**config.mk**
```make
export PLATFORM = sky130hd
export DESIGN_NAME = prf_wb_arbiter_flat
export DESIGN_NICKNAME = d
export VERILOG_FILES = /design/src/rtl/prf_wb_arbiter_pkg.sv /design/src/rtl/prf_wb_arbiter_if.sv /design/src/rtl/prf_wb_arbiter_fifo.sv /design/src/rtl/prf_wb_arbiter.sv /design/src/flat_wrapper.sv
export SDC_FILE = /design/constraint.sdc
export NUM_CORES = 1
export LEC_CHECK = 0
export BUFFER_PORTS_ARGS = -buffer_cell sky130_fd_sc_hd__buf_2
export CAP_MARGIN = 20
export CORE_MARGIN = 2
export CORE_UTILIZATION = 61
export CTS_CLUSTER_DIAMETER = 80
export DETAILED_ROUTE_END_ITERATION = 10
export PLACE_DENSITY = 0.85
export SYNTH_ARGS = -nofsm -noshare
export SYNTH_HDL_FRONTEND = slang
export SYNTH_SLANG_ARGS = --single-unit
```
**constraint.sdc**
```tcl
create_clock -name clk -period 5.1 [get_ports clk]
set_clock_uncertainty 0.15 [all_clocks]
set_input_delay 0.255 -clock clk [delete_from_list [all_inputs] [get_ports clk]]
set_output_delay 0.255 -clock clk [all_outputs]
set_load 0.02 [all_outputs]
```
**src/rtl/prf_wb_arbiter_pkg.sv**
```systemverilog
// prf_wb_pkg: shared types and constants for the PRF write-back arbiter.
//   NUM_REQ / REQ_*  : requester count and index order (ALU, BR, LSU)
//   wb_req_t         : buffered write-back payload {dest, data} at the
//                      default 7-bit preg / 32-bit data widths
//   req_idx_inc()    : increment of a requester index, wrapping mod NUM_REQ
package prf_wb_pkg;

  localparam int NUM_REQ = 3;
  localparam int REQ_ALU = 0;
  localparam int REQ_BR  = 1;
  localparam int REQ_LSU = 2;

  localparam int WB_DATA_WIDTH = 32;
  localparam int WB_PREG_WIDTH = 7;

  typedef struct packed {
    logic [WB_PREG_WIDTH-1:0] dest;
    logic [WB_DATA_WIDTH-1:0] data;
  } wb_req_t;

  typedef logic [1:0] req_idx_t;

  function automatic req_idx_t req_idx_inc(input req_idx_t idx);
    return (idx == req_idx_t'(NUM_REQ - 1)) ? req_idx_t'(0) : idx + req_idx_t'(1);
  endfunction

endpackage

```
**src/rtl/prf_wb_arbiter_if.sv**
```systemverilog
// prf_wb_if: bundles the three requester handshakes and the two write ports.
//   x_valid/x_dest/x_data : result offered by requester x (alu, br, lsu)
//   x_ready               : requester FIFO can accept this cycle
//   wbN_valid/dest/data   : registered PRF write port N (N = 0, 1)
// Modports: master = producer/consumer side, slave = the arbiter.
interface prf_wb_if #(
  parameter int DATA_WIDTH = 32,
  parameter int PREG_WIDTH = 7
);
  logic                  alu_valid;
  logic                  alu_ready;
  logic [PREG_WIDTH-1:0] alu_dest;
  logic [DATA_WIDTH-1:0] alu_data;

  logic                  br_valid;
  logic                  br_ready;
  logic [PREG_WIDTH-1:0] br_dest;
  logic [DATA_WIDTH-1:0] br_data;

  logic                  lsu_valid;
  logic                  lsu_ready;
  logic [PREG_WIDTH-1:0] lsu_dest;
  logic [DATA_WIDTH-1:0] lsu_data;

  logic                  wb0_valid;
  logic [PREG_WIDTH-1:0] wb0_dest;
  logic [DATA_WIDTH-1:0] wb0_data;

  logic                  wb1_valid;
  logic [PREG_WIDTH-1:0] wb1_dest;
  logic [DATA_WIDTH-1:0] wb1_data;

  modport master (
    output alu_valid, alu_dest, alu_data,
    output br_valid,  br_dest,  br_data,
    output lsu_valid, lsu_dest, lsu_data,
    input  alu_ready, br_ready, lsu_ready,
    input  wb0_valid, wb0_dest, wb0_data,
    input  wb1_valid, wb1_dest, wb1_data
  );

  modport slave (
    input  alu_valid, alu_dest, alu_data,
    input  br_valid,  br_dest,  br_data,
    input  lsu_valid, lsu_dest, lsu_data,
    output alu_ready, br_ready, lsu_ready,
    output wb0_valid, wb0_dest, wb0_data,
    output wb1_valid, wb1_dest, wb1_data
  );
endinterface

```
**src/rtl/prf_wb_arbiter_fifo.sv**
```systemverilog
// wb_req_fifo: small show-ahead FIFO holding pending write-back results.
//   clk, reset : clock, synchronous active-high reset
//   clear      : drop all entries (mispredict flush)
//   push/push_data : enqueue (caller guarantees !full)
//   pop        : dequeue head (caller guarantees !empty)
//   head       : current head entry, valid while !empty
//   full/empty : occupancy status
// Pointers carry one extra wrap bit so full and empty are distinguishable
// without a separate counter.
module wb_req_fifo
  import prf_wb_pkg::*;
#(
  parameter int  DEPTH = 2,
  parameter type T     = wb_req_t
) (
  input  logic clk,
  input  logic reset,
  input  logic clear,
  input  logic push,
  input  T     push_data,
  input  logic pop,
  output T     head,
  output logic full,
  output logic empty
);

  localparam int AW = $clog2(DEPTH);

  logic [AW:0] wr_ptr_reg;
  logic [AW:0] rd_ptr_reg;
  T            mem [DEPTH];

  always_ff @(posedge clk) begin
    if (reset || clear) begin
      wr_ptr_reg <= '0;
      rd_ptr_reg <= '0;
    end else begin
      if (push) wr_ptr_reg <= wr_ptr_reg + {{AW{1'b0}}, 1'b1};
      if (pop)  rd_ptr_reg <= rd_ptr_reg + {{AW{1'b0}}, 1'b1};
    end
  end

  always_ff @(posedge clk) begin
    if (push) mem[wr_ptr_reg[AW-1:0]] <= push_data;
  end

  // The arbiter needs the head in the same cycle, so the read is
  // asynchronous; at these depths the array maps to distributed storage.
  assign head  = mem[rd_ptr_reg[AW-1:0]];
  assign full  = (wr_ptr_reg[AW] != rd_ptr_reg[AW]) &&
                 (wr_ptr_reg[AW-1:0] == rd_ptr_reg[AW-1:0]);
  assign empty = (wr_ptr_reg == rd_ptr_reg);

endmodule

```
**src/rtl/prf_wb_arbiter.sv**
```systemverilog
// prf_wb_arbiter: shares two PRF write ports among ALU, BR and LSU results.
//   clk, reset : clock, synchronous active-high reset
//   flush      : mispredict flush, drops all buffered results
//   bus        : prf_wb_if.slave -- three valid/ready requesters and the
//                two registered write ports wb0/wb1
// Optional (macro PRF_WB_ARB_STALL_CNT_EN):
//   alu_stall_cnt, br_stall_cnt, lsu_stall_cnt : saturating 32-bit counts of
//   cycles a requester was valid but its FIFO was full.
// Each requester feeds its own FIFO. A rotating-priority scan starting at
// rr_ptr grants up to two eligible heads per cycle; heads with dest==0 are
// dropped without using a port or moving the pointer.
module prf_wb_arbiter
  import prf_wb_pkg::*;
#(
  parameter int DATA_WIDTH = 32,
  parameter int PREG_WIDTH = 7,
  parameter int FIFO_DEPTH = 2
) (
  input  logic    clk,
  input  logic    reset,
  input  logic    flush,
  prf_wb_if.slave bus
`ifdef PRF_WB_ARB_STALL_CNT_EN
  ,
  output logic [31:0] alu_stall_cnt,
  output logic [31:0] br_stall_cnt,
  output logic [31:0] lsu_stall_cnt
`endif
);

  typedef struct packed {
    logic [PREG_WIDTH-1:0] dest;
    logic [DATA_WIDTH-1:0] data;
  } req_t;

  logic [NUM_REQ-1:0] req_valid;
  logic [NUM_REQ-1:0] req_ready;
  logic [NUM_REQ-1:0] fifo_push;
  logic [NUM_REQ-1:0] fifo_pop;
  logic [NUM_REQ-1:0] fifo_full;
  logic [NUM_REQ-1:0] fifo_empty;
  logic [NUM_REQ-1:0] eligible;
  req_t               req_in   [NUM_REQ];
  req_t               fifo_head[NUM_REQ];

  req_idx_t rr_ptr_reg;
  req_idx_t rr_ptr_next;

  logic                  g0_found;
  logic                  g1_found;
  req_idx_t              g0_idx;
  req_idx_t              g1_idx;

  logic                  wb0_valid_reg;
  logic [PREG_WIDTH-1:0] wb0_dest_reg;
  logic [DATA_WIDTH-1:0] wb0_data_reg;
  logic                  wb1_valid_reg;
  logic [PREG_WIDTH-1:0] wb1_dest_reg;
  logic [DATA_WIDTH-1:0] wb1_data_reg;

  // Map the named interface signals onto index-ordered arrays.
  assign req_valid[REQ_ALU] = bus.alu_valid;
  assign req_valid[REQ_BR]  = bus.br_valid;
  assign req_valid[REQ_LSU] = bus.lsu_valid;

  assign req_in[REQ_ALU] = '{dest: bus.alu_dest, data: bus.alu_data};
  assign req_in[REQ_BR]  = '{dest: bus.br_dest,  data: bus.br_data};
  assign req_in[REQ_LSU] = '{dest: bus.lsu_dest, data: bus.lsu_data};

  assign bus.alu_ready = req_ready[REQ_ALU];
  assign bus.br_ready  = req_ready[REQ_BR];
  assign bus.lsu_ready = req_ready[REQ_LSU];

  generate
    for (genvar gi = 0; gi < NUM_REQ; gi++) begin : g_req
      // Ready depends only on registered occupancy and flush, never on valid.
      assign req_ready[gi] = !fifo_full[gi] && !flush;
      assign fifo_push[gi] = req_valid[gi] && req_ready[gi];
      assign eligible[gi]  = !fifo_empty[gi] && (fifo_head[gi].dest != '0);

      // A head leaves either because it was granted a port or because it
      // targets preg 0 and is simply discarded.
      assign fifo_pop[gi] = !fifo_empty[gi] && !flush &&
                            ((fifo_head[gi].dest == '0) ||
                             (g0_found && (g0_idx == req_idx_t'(gi))) ||
                             (g1_found && (g1_idx == req_idx_t'(gi))));

      wb_req_fifo #(
        .DEPTH (FIFO_DEPTH),
        .T     (req_t)
      ) u_fifo (
        .clk       (clk),
        .reset     (reset),
        .clear     (flush),
        .push      (fifo_push[gi]),
        .push_data (req_in[gi]),
        .pop       (fifo_pop[gi]),
        .head      (fifo_head[gi]),
        .full      (fifo_full[gi]),
        .empty     (fifo_empty[gi])
      );
    end
  endgenerate

  // Rotating scan from rr_ptr: first eligible head -> port 0, second -> port 1.
  always_comb begin
    req_idx_t scan_idx;
    g0_found = 1'b0;
    g1_found = 1'b0;
    g0_idx   = '0;
    g1_idx   = '0;
    scan_idx = rr_ptr_reg;
    for (int k = 0; k < NUM_REQ; k++) begin
      if (eligible[scan_idx]) begin
        if (!g0_found) begin
          g0_found = 1'b1;
          g0_idx   = scan_idx;
        end else if (!g1_found) begin
          g1_found = 1'b1;
          g1_idx   = scan_idx;
        end
      end
      scan_idx = req_idx_inc(scan_idx);
    end
  end

  // The pointer moves just past the last requester that got a port.
  always_comb begin
    rr_ptr_next = rr_ptr_reg;
    if (g1_found)      rr_ptr_next = req_idx_inc(g1_idx);
    else if (g0_found) rr_ptr_next = req_idx_inc(g0_idx);
  end

  always_ff @(posedge clk) begin
    if (reset) begin
      rr_ptr_reg    <= '0;
      wb0_valid_reg <= 1'b0;
      wb0_dest_reg  <= '0;
      wb0_data_reg  <= '0;
      wb1_valid_reg <= 1'b0;
      wb1_dest_reg  <= '0;
      wb1_data_reg  <= '0;
    end else if (flush) begin
      // Nothing is granted on a flush edge; the pointer keeps its value.
      wb0_valid_reg <= 1'b0;
      wb1_valid_reg <= 1'b0;
    end else begin
      rr_ptr_reg    <= rr_ptr_next;
      wb0_valid_reg <= g0_found;
      wb1_valid_reg <= g1_found;
      if (g0_found) begin
        wb0_dest_reg <= fifo_head[g0_idx].dest;
        wb0_data_reg <= fifo_head[g0_idx].data;
      end
      if (g1_found) begin
        wb1_dest_reg <= fifo_head[g1_idx].dest;
        wb1_data_reg <= fifo_head[g1_idx].data;
      end
    end
  end

  assign bus.wb0_valid = wb0_valid_reg;
  assign bus.wb0_dest  = wb0_dest_reg;
  assign bus.wb0_data  = wb0_data_reg;
  assign bus.wb1_valid = wb1_valid_reg;
  assign bus.wb1_dest  = wb1_dest_reg;
  assign bus.wb1_data  = wb1_data_reg;

`ifdef PRF_WB_ARB_STALL_CNT_EN
  logic [31:0] stall_cnt_reg [NUM_REQ];

  generate
    for (genvar gi = 0; gi < NUM_REQ; gi++) begin : g_stall
      // Flush cycles are not stalls even though ready is low.
      always_ff @(posedge clk) begin
        if (reset) begin
          stall_cnt_reg[gi] <= '0;
        end else if (req_valid[gi] && !req_ready[gi] && !flush &&
                     (stall_cnt_reg[gi] != 32'hFFFF_FFFF)) begin
          stall_cnt_reg[gi] <= stall_cnt_reg[gi] + 32'd1;
        end
      end
    end
  endgenerate

  assign alu_stall_cnt = stall_cnt_reg[REQ_ALU];
  assign br_stall_cnt  = stall_cnt_reg[REQ_BR];
  assign lsu_stall_cnt = stall_cnt_reg[REQ_LSU];
`endif

endmodule

```
**src/flat_wrapper.sv**
```systemverilog
// flat-port wrapper written by rule: the top's interface ports become plain ports
module prf_wb_arbiter_flat import prf_wb_pkg::*;
#(
  parameter int DATA_WIDTH = 32,
  parameter int PREG_WIDTH = 7,
  parameter int FIFO_DEPTH = 2
)
  (clk, reset, flush, bus_alu_valid, bus_alu_dest, bus_alu_data, bus_br_valid, bus_br_dest, bus_br_data, bus_lsu_valid, bus_lsu_dest, bus_lsu_data, bus_alu_ready, bus_br_ready, bus_lsu_ready, bus_wb0_valid, bus_wb0_dest, bus_wb0_data, bus_wb1_valid, bus_wb1_dest, bus_wb1_data);
  prf_wb_if #(.DATA_WIDTH(DATA_WIDTH), .PREG_WIDTH(PREG_WIDTH)) bus_i ();
  input  logic clk;
  input  logic reset;
  input  logic flush;
  input wire logic [$bits(bus_i.alu_valid)-1:0] bus_alu_valid;
  input wire logic [$bits(bus_i.alu_dest)-1:0] bus_alu_dest;
  input wire logic [$bits(bus_i.alu_data)-1:0] bus_alu_data;
  input wire logic [$bits(bus_i.br_valid)-1:0] bus_br_valid;
  input wire logic [$bits(bus_i.br_dest)-1:0] bus_br_dest;
  input wire logic [$bits(bus_i.br_data)-1:0] bus_br_data;
  input wire logic [$bits(bus_i.lsu_valid)-1:0] bus_lsu_valid;
  input wire logic [$bits(bus_i.lsu_dest)-1:0] bus_lsu_dest;
  input wire logic [$bits(bus_i.lsu_data)-1:0] bus_lsu_data;
  output wire logic [$bits(bus_i.alu_ready)-1:0] bus_alu_ready;
  output wire logic [$bits(bus_i.br_ready)-1:0] bus_br_ready;
  output wire logic [$bits(bus_i.lsu_ready)-1:0] bus_lsu_ready;
  output wire logic [$bits(bus_i.wb0_valid)-1:0] bus_wb0_valid;
  output wire logic [$bits(bus_i.wb0_dest)-1:0] bus_wb0_dest;
  output wire logic [$bits(bus_i.wb0_data)-1:0] bus_wb0_data;
  output wire logic [$bits(bus_i.wb1_valid)-1:0] bus_wb1_valid;
  output wire logic [$bits(bus_i.wb1_dest)-1:0] bus_wb1_dest;
  output wire logic [$bits(bus_i.wb1_data)-1:0] bus_wb1_data;
  assign bus_i.alu_valid = bus_alu_valid;
  assign bus_i.alu_dest = bus_alu_dest;
  assign bus_i.alu_data = bus_alu_data;
  assign bus_i.br_valid = bus_br_valid;
  assign bus_i.br_dest = bus_br_dest;
  assign bus_i.br_data = bus_br_data;
  assign bus_i.lsu_valid = bus_lsu_valid;
  assign bus_i.lsu_dest = bus_lsu_dest;
  assign bus_i.lsu_data = bus_lsu_data;
  assign bus_alu_ready = bus_i.alu_ready;
  assign bus_br_ready = bus_i.br_ready;
  assign bus_lsu_ready = bus_i.lsu_ready;
  assign bus_wb0_valid = bus_i.wb0_valid;
  assign bus_wb0_dest = bus_i.wb0_dest;
  assign bus_wb0_data = bus_i.wb0_data;
  assign bus_wb1_valid = bus_i.wb1_valid;
  assign bus_wb1_dest = bus_i.wb1_dest;
  assign bus_wb1_data = bus_i.wb1_data;
  prf_wb_arbiter #(.DATA_WIDTH(DATA_WIDTH), .PREG_WIDTH(PREG_WIDTH), .FIFO_DEPTH(FIFO_DEPTH)) u_core (.clk(clk), .reset(reset), .flush(flush), .bus(bus_i));
endmodule
```
# ---- Word level (Yosys, flattened, before mapping)
# Memories as Yosys holds them, arrays and structs flattened. A register that Yosys moved wholly into a read port is not among the register bits.
# Cells that the tools add are included.
# W data, S select, Z words.
dict set report word_totals {
  reg_bits 94
  ramBits 234
  inputBits 123
  word_cells 147
  memories 3
}
dict set report classes {
  n_addsub 10
  order_cmp 5
  n_eq_ne 15
  mux 47
  bitwise_logic 3
  reduce_logical 51
}
# memory depth width rd rd_clocked_by_memory_dff wr line_no
set mem_list {}
lappend mem_list {{u_core.g_req[0].u_fifo.mem} 2 39 1 1 1 prf_wb_arbiter_fifo.sv:31} ;# T mem [DEPTH];
lappend mem_list {{u_core.g_req[1].u_fifo.mem} 2 39 1 1 1 prf_wb_arbiter_fifo.sv:31}
lappend mem_list {{u_core.g_req[2].u_fifo.mem} 2 39 1 1 1 prf_wb_arbiter_fifo.sv:31}
# op count
set op_table {}
lappend op_table {{$bmux W39 S2} 2}
lappend op_table {{$mux W39} 4}
lappend op_table {{$mux W2} 16}
lappend op_table {{$logic_and A1 B1 Y1} 24}
lappend op_table {{$mux W1} 22}
lappend op_table {{$logic_not A7 Y1} 3}
lappend op_table {{$reduce_bool A7 Y1} 3}
lappend op_table {{$add A2 B1 Y2 const B} 10}
lappend op_table {{$lt A2 B3 Y1 const B} 3}
lappend op_table {{$eq A2 B2 Y1 const B} 4}
lappend op_table {{$logic_not A1 Y1} 7}
lappend op_table {{$logic_or A1 B1 Y1} 7}
lappend op_table {{$bmux W1 S2} 3}
lappend op_table {{$eq A2 B2 Y1} 3}
lappend op_table {{$ge A3 B3 Y1 const B} 2}
lappend op_table {{$not A2 Y3} 2}
lappend op_table {{$reduce_and A2 Y1} 3}
lappend op_table {{$eq A2 B1 Y1 const B} 2}
lappend op_table {{$logic_not A2 Y1} 2}
lappend op_table {{$eq A1 B1 Y1} 3}
lappend op_table {{$ne A1 B1 Y1} 3}
lappend op_table {{$reduce_bool A2 Y1} 1}
lappend op_table {{$reduce_or A2 Y1} 1}
lappend op_table {{$not A1 Y1} 1}

# ---- Longest topological paths before layout
dict set report logic_depth {
  depth_word 17
  ltp_mapped 11
}

# ---- Modules after synthesis
# A second synthesis with hierarchy kept.
dict set report unflattened {
  cells_unflattened 1003
  area_unflattened_um2 14032.2
}
# mod n_inst cells_each area_per_inst_um2
set by_module_without_submodules {}
lappend by_module_without_submodules {wb_req_fifo 3 144 3080.5}
lappend by_module_without_submodules {prf_wb_arbiter 1 571 4790.8}

# ---- Worst setup path after synthesis
# No wires, ideal clock.
dict set report synth_path {
  path_kind {flip-flop to flip-flop}
  from {register u_core.g_req[0].u_fifo.wr_ptr_reg[1]}
  to {memory u_core.g_req[0].u_fifo.mem[0][0] (netlist bit), enable pin}
  t_arrival_ps 2738
  required_time_ps 4515
  slack_ps 1776
  path_stages_with_launch 5
  path_buffers 0
  period_less_slack_ps 3324
  cell_sequence {dfxtp_1 -> xor2_1 -> a21oi_1 -> nand2_1 -> nor2_1}
}
dict set report synth_via {
  elab_chain_len 7
}
# element line_no
set synth_lines {}
lappend synth_lines {{start, declared} prf_wb_arbiter_fifo.sv:29} ;# logic [AW:0] wr_ptr_reg;
lappend synth_lines {{start signal, assigned} prf_wb_arbiter_fifo.sv:38} ;# if (push) wr_ptr_reg <= wr_ptr_reg + {{AW{1'b0}}, 1'b1};
lappend synth_lines {{$ne A1 B1 Y1} prf_wb_arbiter_fifo.sv:50} ;# assign full = (wr_ptr_reg[AW] != rd_ptr_reg[AW]) &&
lappend synth_lines {{$logic_and A1 B1 Y1} prf_wb_arbiter_fifo.sv:50}
lappend synth_lines {{$logic_not A1 Y1} prf_wb_arbiter.sv:77} ;# assign req_ready[gi] = !fifo_full[gi] && !flush;
lappend synth_lines {{$logic_and A1 B1 Y1} prf_wb_arbiter.sv:77}
lappend synth_lines {{named net bus_alu_ready} flat_wrapper.sv:22} ;# output wire logic [$bits(bus_i.alu_ready)-1:0] bus_alu_ready;
lappend synth_lines {{$logic_and A1 B1 Y1} prf_wb_arbiter.sv:78} ;# assign fifo_push[gi] = req_valid[gi] && req_ready[gi];
lappend synth_lines {{$mux W1} prf_wb_arbiter_fifo.sv:44} ;# if (push) mem[wr_ptr_reg[AW-1:0]] <= push_data;
lappend synth_lines {{$mux W1 (not written as such)} prf_wb_arbiter_fifo.sv:44}
lappend synth_lines {{end, declared} prf_wb_arbiter_fifo.sv:31}
# The timed path passes the listed nets, and every way through them passes these cells.

==> results.cfg <==
[clock_tree]
insertion_delay_ns = 0.51
clk_pin_slew_ns = 0.06
root_buffer = clkbuf_16
clock_sinks = 331
cts_buffers = 34
cts_max_level = 2
cts_setup_buffers = 0
cts_tree = built
cts.path.max_buffers = 3
holdBufCountCts = 117
cts_resized = 0

[worst_setup_path]
crit_type = reg2reg
crit_fanout = 50
worst_setup_path_end_kind = register
critPathLaunchType = register
cp.required_ns = 5.35
cp.arrival_ns = 4.40

[layout]
largest_register_ffs = 234
regArea_sq_um = 8970
multi_input_area_sq_um = 4370
design_area_sq_um = 17300
nFillCells = 1203
layout-drive-gt1-share_pct = 29.6
syn2layout_area_growth_pct = 26.7
utilization_pct = 79.2
final_nets = 1434

[sta]
worst_pin_slew_ns = 1.10
slew_violations = 0
relSlewSlack_pct = 26.7
fin_crit_sh_pct = 81.3
post-route-min-period_ns = 4.15
rsz0062_at_grt = no
setup-violations-final = 0
timing_hold_violations_final = 0
setup_tns_ns = 0
fmax_mhz = 241

[routing]
first_pass_iters = 7
drt-total-wl_microns = 38300
vias = 10456
viasPerCell = 6.47
wl_per_cell_microns = 23.7
drcViolationCount = 0
drtIter0Drc = 1224
final_antenna_net_count = 0

[pwr]
net-switching-power_mw = 1.48
pwr-share-clk_pct = 41.5
ir_drop_v = 0.000347
p_total_mw = 6.32
p_seq_share_pct = 48.1
pwr-share-comb_pct = 10.4
internal_power_mw = 4.84
p_leak_nw = 6.21
power_density_nw_per_um2 = 365
swShare_pct = 23.4

[status]
outcome = finished, final reports clean

[worst_hold_path]
hold_path.class = in2reg

[place]
numPortBuffers = 205
placed_area_sq_um = 14900
hpwl_microns = 21900
globalplace.congestion = 0.873

[synthesis]
ys.flop_type = edfxtp_1
yosys_register_bits = 331
syn_nets = 1135
synth_cell_type_count = 53
seq_area_frac_synth_pct = 65.6
synth_edf_count = 234
yosysWarnings = 0
syn_avg_cell_area_sq_um = 13.5
syn_area_sq_um = 13700
syn_inst = 1012
synth-async-reset-ratio_pct = 0

[floorplanning]
rows = 54
die_h_microns = 154
dieWidth_microns = 154
core-area_sq_um = 21900
die-area_sq_um = 23600
ioPinCount = 206
start_util_pct = 62.5

[grt]
grt_pass1_wl_microns = 58000
antenna_found_initial = 1
track_usage_pct = 31.7
grt_pass1_vias = 10488
grt_overflow = 0
grt_max_degree = 84

[run]
cap_violations = 0
critical path: stages, from the launching register on:
cell and delay [ns]:
dfxtp_2 0.77, or4b_1 0.51, o22ai_2 0.22, a21o_4 0.53, a21oi_1 0.32, nor2_4 0.72, buf_4 0.37, nand2_1 0.09
a311oi_1 0.28
metal layers:
metal  up-vias  routed length (microns)  GRT usage (%)
met4         0                     1820           15.7
li1       4484                        -              -
met3       151                     3850           6.17
met2       762                    18700           52.3
met5         -                        0              0
met1      5059                    14000           40.3
metrics by stage:
step                hold slack, ns  setup slack (ns)  cells
floorplan                    0.204              1.78   1012
detailed placement           0.296             0.912   1435
global placement             0.294              1.10   1432
global route                0.0438             0.787   1617
CTS                        0.00148             0.892   1613
finish                      0.0130             0.951   1617
area by class of cell:
class                   count  area share [%]
flip-flops and latches    331            51.8
multi-input cells         598            25.2
repair buffers            343            14.1
clock buffers              43            5.34
well taps                 280            2.02
clock inverters            18            1.49
inverters                   3          0.0650
diodes                      1          0.0144
final timing paths:
| check | start | to | slack [ns] | cells after the start |
|---|---|---|---|---|
| hold reg to reg | u_core.bus.wb0_data[15] | u_core.bus.wb0_data[15] | 0.36 | 2 |
| setup reg to reg | register | u_core.bus.wb0_data[29] | 0.95 | 8 |
| hold / removal | bus_alu_valid | u_core.g_req[0].u_fifo.wr_ptr_reg[0] | 0.01 | 4 |
| setup / recovery | register | u_core.bus.wb0_data[29] | 0.95 | 8 |
synthesized netlist by cell type, drive strengths merged (2+ instances only):
library cell	n	share of area (%)
a211oi	2	0.11
a21o	5	0.33
a21oi	10	0.37
a22oi	75	4.1
a311oi	78	5.8
a31oi	3	0.18
a32oi	3	0.19
and3	3	0.14
buf	39	1.9
clkbuf	41	1.1
dfxtp	97	14
edfxtp	234	51
inv	3	0.082
mux2	76	6.3
mux2i	41	3.0
nand2	50	1.4
nand2b	2	0.091
nand3	40	1.5
nor2	144	4.0
nor2b	3	0.14
nor3	8	0.33
nor3b	2	0.11
nor4	3	0.14
o211ai	2	0.15
o21a	2	0.11
o21ai	6	0.25
o22ai	3	0.23
or4	2	0.11
or4b	2	0.15
xnor2	11	0.70
xor2	11	0.70
cells in the final DEF (no fill, tap or decap), drive strengths merged, types with 5 or more instances in the layout:
cell type	count
edfxtp	234
buf	226
nor2	144
dlygate4sd3	117
dfxtp	97
a311oi	78
mux2	76
a22oi	75
nand2	50
clkbuf	43
mux2i	41
nand3	40
xnor2	11
xor2	11
a21oi	10
nor3	8
clkinv	7
bufinv	6
o21ai	6
a21o	5
inv	5
power by group through the flow:
| stage | clock network [mW] | registers [mW] | logic, mW |
|---|---|---|---|
| after floorplan | 0 | 3.12 | 0.312 |
| after global placement | 0 | 3.09 | 0.528 |
| after detailed placement | 0 | 3.09 | 0.552 |
| after CTS | 2.63 | 3.03 | 0.630 |
| after global routing | 2.74 | 3.04 | 0.696 |
| final | 2.62 | 3.04 | 0.658 |
kinds of logic (layout without fill, tap and decap cells):
logic type | count (synthesis) | in the layout | share of synthesized area (%)
buffers and inverters | 83 | 407 | 3.08
AOI/OAI and AO/OA | 197 | 197 | 12.5
DFF | 331 | 331 | 65.6
other | 0 | 1 | 0
xor gates and xnor gates | 22 | 22 | 1.41
muxes | 117 | 117 | 9.26
and+or+nand+nor | 262 | 262 | 8.14
Power figures use the tool's default switching activity.
